`src/rtl/prv32_pkg.sv`:
```
// Shared definitions for the PRV32 core sequencer: state codes driven to the exu,
// trap cause codes and default reset/trap addresses.
package prv32_pkg;

    typedef enum logic [2:0] {
        ST_IF   = 3'b000,
        ST_EX   = 3'b001,
        ST_MEM  = 3'b010,
        ST_WB   = 3'b011,
        ST_TRAP = 3'b100
    } statu_t;

    localparam logic [1:0] CAUSE_ILLEGAL  = 2'd0;
    localparam logic [1:0] CAUSE_BUS_ERR  = 2'd1;
    localparam logic [1:0] CAUSE_MISALIGN = 2'd2;
    localparam logic [1:0] CAUSE_TIMEOUT  = 2'd3;

    localparam logic [31:0] DEF_RESET_PC = 32'h0000_0000;
    localparam logic [31:0] DEF_TRAP_VEC = 32'h0000_0100;

endpackage

```
`src/rtl/bus_wdt.sv`:
```
// Bus watchdog: counts idle cycles of the current bus access and flags expiry
// on the LIMIT-th idle cycle. LIMIT=0 never expires.
module bus_wdt #(
    parameter int LIMIT = 16
) (
    input  logic clk,
    input  logic rst,
    input  logic clear,
    input  logic tick,
    output logic expired
);

    localparam int CW = (LIMIT > 1) ? $clog2(LIMIT) : 1;
    localparam logic [CW-1:0] LAST = (LIMIT > 0) ? CW'(LIMIT - 1) : '0;

    logic [CW-1:0] count;

    always_ff @(posedge clk or posedge rst) begin
        if (rst) begin
            count <= '0;
        end else if (clear) begin
            count <= '0;
        end else if (tick && !expired) begin
            count <= count + 1'b1;
        end
    end

    assign expired = (LIMIT != 0) && (count == LAST);

endmodule

```
`src/rtl/core_seq_ctrl.sv`:
```
// PRV32 multi-cycle sequencer: IF -> EX -> [MEM] -> WB, with a one-cycle TRAP state.
// Owns the PC, handshakes the instruction and data buses and drives statu to the exu.
module core_seq_ctrl
    import prv32_pkg::*;
#(
    parameter logic [31:0] RESET_PC    = DEF_RESET_PC,
    parameter logic [31:0] TRAP_VEC    = DEF_TRAP_VEC,
    parameter int          BUS_TIMEOUT = 16
) (
    input  logic        clk,
    input  logic        rst,
    output logic        ibus_req,
    input  logic        ibus_ack,
    input  logic        ibus_err,
    output logic        ir_we,
    input  logic        illegal,
    input  logic        is_load,
    input  logic        is_store,
    input  logic        is_csr,
    input  logic        has_rd,
    input  logic        exu_rdy,
    input  logic        exu_jmp,
    input  logic [31:0] exu_target,
    output logic [2:0]  statu,
    output logic [31:0] pc,
    output logic        dbus_req,
    output logic        dbus_we,
    input  logic        dbus_ack,
    input  logic        dbus_err,
    output logic        rf_we,
    output logic        csr_we,
    output logic        trap_we,
    output logic [1:0]  trap_cause
);

    statu_t      state, next_state;
    logic [1:0]  cause_q, cause_d;
    logic        first_ex;
    logic [31:0] pc_q;
    logic        bad_target;
    logic        wdt_clear, wdt_tick, wdt_expired;

    // A jump to a target with bit 1 set cannot be fetched as a 32-bit word.
    assign bad_target = exu_jmp & exu_target[1];

    assign wdt_clear = (next_state != state) && (next_state == ST_IF || next_state == ST_MEM);
    assign wdt_tick  = ((state == ST_IF)  && !ibus_ack && !ibus_err) ||
                       ((state == ST_MEM) && !dbus_ack && !dbus_err);

    bus_wdt #(.LIMIT(BUS_TIMEOUT)) u_wdt (
        .clk     (clk),
        .rst     (rst),
        .clear   (wdt_clear),
        .tick    (wdt_tick),
        .expired (wdt_expired)
    );

    always_ff @(posedge clk or posedge rst) begin
        if (rst) begin
            state    <= ST_IF;
            cause_q  <= CAUSE_ILLEGAL;
            first_ex <= 1'b0;
        end else begin
            state    <= next_state;
            cause_q  <= cause_d;
            first_ex <= (next_state == ST_EX) && (state != ST_EX);
        end
    end

    always_comb begin
        next_state = state;
        cause_d    = cause_q;
        case (state)
            ST_IF: begin
                if (ibus_err) begin
                    next_state = ST_TRAP;
                    cause_d    = CAUSE_BUS_ERR;
                end else if (ibus_ack) begin
                    next_state = ST_EX;
                end else if (wdt_expired) begin
                    next_state = ST_TRAP;
                    cause_d    = CAUSE_TIMEOUT;
                end
            end
            ST_EX: begin
                if (first_ex && illegal) begin
                    next_state = ST_TRAP;
                    cause_d    = CAUSE_ILLEGAL;
                end else if (exu_rdy) begin
                    next_state = (is_load || is_store) ? ST_MEM : ST_WB;
                end
            end
            ST_MEM: begin
                if (dbus_err) begin
                    next_state = ST_TRAP;
                    cause_d    = CAUSE_BUS_ERR;
                end else if (dbus_ack) begin
                    next_state = ST_WB;
                end else if (wdt_expired) begin
                    next_state = ST_TRAP;
                    cause_d    = CAUSE_TIMEOUT;
                end
            end
            ST_WB: begin
                if (bad_target) begin
                    next_state = ST_TRAP;
                    cause_d    = CAUSE_MISALIGN;
                end else begin
                    next_state = ST_IF;
                end
            end
            default: next_state = ST_IF;
        endcase
    end

    // Strobes are gated by rst so nothing fires while reset is held.
    always_comb begin
        ibus_req = 1'b0;
        ir_we    = 1'b0;
        dbus_req = 1'b0;
        dbus_we  = 1'b0;
        rf_we    = 1'b0;
        csr_we   = 1'b0;
        trap_we  = 1'b0;
        if (!rst) begin
            case (state)
                ST_IF: begin
                    ibus_req = 1'b1;
                    ir_we    = ibus_ack & ~ibus_err;
                end
                ST_MEM: begin
                    dbus_req = 1'b1;
                    dbus_we  = is_store;
                end
                ST_WB: begin
                    rf_we  = has_rd & ~is_store & ~bad_target;
                    csr_we = is_csr & ~bad_target;
                end
                ST_TRAP: trap_we = 1'b1;
                default: ;
            endcase
        end
    end

    always_ff @(posedge clk or posedge rst) begin
        if (rst) begin
            pc_q <= RESET_PC;
        end else if (state == ST_TRAP) begin
            pc_q <= TRAP_VEC;
        end else if (state == ST_WB && !bad_target) begin
            pc_q <= exu_jmp ? {exu_target[31:1], 1'b0} : pc_q + 32'd4;
        end
    end

    assign pc         = pc_q;
    assign statu      = state;
    assign trap_cause = cause_q;

endmodule

```
`config.mk`:
```
export PLATFORM = sky130hd
export DESIGN_NAME = core_seq_ctrl
export DESIGN_NICKNAME = d
export VERILOG_FILES = /design/src/rtl/prv32_pkg.sv /design/src/rtl/bus_wdt.sv /design/src/rtl/core_seq_ctrl.sv
export SDC_FILE = /design/constraint.sdc
export NUM_CORES = 1
export LEC_CHECK = 0
export CAP_MARGIN = 20
export CORE_MARGIN = 10
export CORE_UTILIZATION = 34
export CTS_CLUSTER_DIAMETER = 150
export DETAILED_ROUTE_END_ITERATION = 10
export PLACE_DENSITY = 0.66
export SLEW_MARGIN = 25
export SYNTH_ARGS = -nofsm -noshare
export SYNTH_HDL_FRONTEND = slang
export SYNTH_SLANG_ARGS = --single-unit
```
`constraint.sdc`:
```
create_clock -name clk -period 3.49 [get_ports clk]
set_input_delay 0.8725 -clock clk [delete_from_list [all_inputs] [get_ports clk]]
set_output_delay 0.8725 -clock clk [all_outputs]
set_load 0.02 [all_outputs]
```
==> impl_results.md <==
- Outcome: finished, final reports clean
- Initial Util: 34.80%
- Worst-path clk slew: 80 ps
- 1st-iter DRT viols: 133
- Pwr Total: 0.001704 W
- Post-synthesis cell count: 321
- Fmax: 0.2984 GHz
- Die W: 108.9 µm
- Synth cell types: 56
- WS Path Type: input pin to primary output
- Root cell of the clock tree: clkbuf_8
- Hold Crit Class: flop to flop
- Average size of a mapped cell: 8.376 µm²
- Total gr overflow: 0
- Crit path DAT: 2480 ps
- CP endpoint kind: primary output
- Register area: 1026 µm²
- Vias in the first global route: 2,774
- CTS tree: yes
- WL/cell: 16.99 µm
- Post-synthesis async set-or-reset flop share: 100.0%
- Utilization after layout: 49.14%
- Critical path required time: 2620 ps
- Pwr/cell area: 448.7 nW/µm²
- Chip Height: 108.9 µm
- Critical path fanouts, max: 4
- Least-Margin Pin Slew: 848.9 ps
- #FFs+latches synth: 41
- Leakage: 1.576 nW
- Max IR drop VDD: 0.0002931 V
- Clock skew: 9.757 ps
- Largest net degree at the start of global routing: 34
- TritonCTS buffer count: 5
- DP HPWL: 6.596 mm
- Die area: 11,870 µm²
- Routed wire length: 8.683 mm
- Min Tclk post-route: 3351 ps
- Area Overhead vs Synth: 41.23%
- Yosys warns: 0
- Syn_nets: 368
- Hold Buf Count CTS: 0
- RePlAce Congestion: 0.8036
- Post-route ant nets: 0
- Seq/Total Area, Yosys: 38.16%
- Critical path launch point type: input pin
- Core area: 7727 µm²
- Resized cells post-CTS: 0
- Final Hold Vio Count: 0
- CTS H-tree depth: 2
- Setup TNS: 0 ps
- Clock sink total: 41
- Mapped Area: 2689 µm²
- Initial antenna violation count: 0
- Max_slew headroom: 43.20%
- Top_reg_cell synth: dfrtp_1
- 1st-pass router iterations: 5
- Nets: 455
- First-pass GRT wire length: 14.03 mm
- Unrepaired setup endpoints after global routing: no
- # setup viols final: 0
- Multi-input gate area: 1535 µm²
- Rows: 32
- N_diodes: 0
- Post-CTS setup buffer count: 0
- IO Count: 89
- DRC violations left: 0
- FILL cells: 746
- Port buffer count: 86
- GRT Total Usage: 14.52%
- Fin crit share: 96.02%
- Max Cap Viol: 0
- Number of vias per cell: 5.491
- Clock tree buffer depth: 2
- Layout cells sized above 1: 7.090%
- Slew Viols, Final: 0
- Clock latency on the worst-skew pair: 300 ps
- Vias: 2,806
- Number of flops mapped to enable cells by yosys: 0
power by group:
group	switching, W	internal, W	leakage [nW]
logic	0.000362	0.000295	0.958
clock network	0.000176	0.000234	0.0585
registers	0.000106	0.000531	0.559
total	0.000643	0.00106	1.58
Yosys cell counts (2+ instances only):
library cell	n	share of area, %
a21o_1	5	1.4
a21oi_1	19	3.5
a221o_1	4	1.5
a22o_1	6	2.0
a31oi_1	6	1.4
a32oi_1	4	1.3
and2_1	6	1.4
and3_1	6	1.4
and4_1	2	0.65
and4b_1	2	0.74
buf_4	2	0.56
buf_6	2	0.84
clkbuf_1	13	1.8
dfrtp_1	41	38
ha_1	2	0.93
inv_1	13	1.8
mux2i_1	4	1.5
nand2_1	37	5.2
nand2b_1	3	0.70
nand3_1	18	3.4
nand3b_1	2	0.56
nand4_1	10	2.3
nor2_1	22	3.1
nor2b_1	2	0.47
nor3_1	9	1.7
nor3b_1	3	0.84
nor4_1	4	0.93
o211ai_1	2	0.56
o21ai_0	29	5.4
o21bai_1	2	0.56
o22a_1	2	0.65
o2bb2ai_1	3	0.98
o311ai_0	6	2.0
or4_1	2	0.56
xnor2_1	2	0.65
xor2_1	6	2.0
cell type report:
class,count,share of cell area (%)
Clock buffer,7,2.273
Inverter,13,1.285
Multi-Input combinational cell,250,40.43
Sequential cell,41,27.02
Tap cell,102,3.361
Timing Repair Buffer,97,24.84
Clock inverter,1,0.7908
metrics by stage:
| stage | instances | hold slack (ps) | instance area [µm²] | worst slack (ps) |
|---|---|---|---|---|
| floorplan | 321 | 517.2 | 2689 | 392.9 |
| global placement | 503 | 514.0 | 3679 | 86.80 |
| detailed placement | 503 | 507.2 | 3679 | 61.62 |
| CTS | 511 | 526.0 | 3795 | 56.91 |
| global route | 511 | 541.6 | 3797 | 43.24 |
| finish | 511 | 524.7 | 3797 | 139.0 |
layer usage:
metal	vias to the layer above	GRT usage, %	wire, µm
met5	-	0	0
met4	0	2.260	44
met3	7	5.251	713
li1	1366	-	-
met2	69	23.61	3975
met1	1364	18.36	3949
critical path, stage by stage:
cell             delay (ps)
clkdlybuf4s50_1         410
and2_1                  200
nor2_2                  160
and4b_1                 220
clkdlybuf4s50_1         620
state kept, by name, summed over array words and instances, names as in the netlist:
signal and flops:
u_wdt.count 4, statu 3, first_ex 1, pc 31
trap_cause 2
placed cells by master, fill, tap and decap left out, types with 2 or more instances in the layout:
cell type and instances:
and3_1 6, nand3_1 18, and4_1 2, buf_4 11, ha_1 2, o311ai_0 6, nor3_1 9, a32oi_1 4
and4b_1 2, and2_1 6, clkdlybuf4s50_1 86, mux2i_1 4, o2bb2ai_1 3, a22o_1 6, clkbuf_8 6, o22a_1 2
a31oi_1 6, nor3b_1 2, o211ai_1 2, xor2_1 6, dfrtp_1 41, a221o_1 4, nand2_1 37, inv_1 13
o21ai_0 29, nor2b_1 2, xnor2_1 2, nor4_1 4, nand2b_1 3, a21oi_1 19, a21o_1 5, nor2_1 21
o21bai_1 2, nand3b_1 2, nand4_1 10, or4_1 2
final timing paths:
check | startpoint | end | slack (ps) | depth (start not counted)
hold / removal | trap_cause[1]$_DFFE_PP0P_ | trap_cause[1]$_DFFE_PP0P_ | 520 | 1
max in group asynchronous | rst | pc[25]$_DFFE_PP0P_ | 2160 | 3
setup reg to reg | statu[2]$_DFF_PP0_ | pc[4]$_DFFE_PP0P_ | 1230 | 5
hold reg to reg | trap_cause[1]$_DFFE_PP0P_ | trap_cause[1]$_DFFE_PP0P_ | 520 | 1
min in group asynchronous | rst | pc[15]$_DFFE_PP0P_ | 1090 | 3
setup / recovery | exu_jmp | rf_we | 140 | 5
cell families after synthesis:
logic type / Yosys count / share of synthesized area (%)
buffers and inverters: 30 / 5.026
and+or+nand+nor: 138 / 27.83
muxes: 4 / 1.489
AOI/OAI and AO/OA: 97 / 23.83
xor gates and xnor gates: 8 / 2.606
DFF: 41 / 38.16
other: 1 / 0.1395
adders and majority gates: 2 / 0.9305
Note: power is estimated with default switching activity, not from simulation.
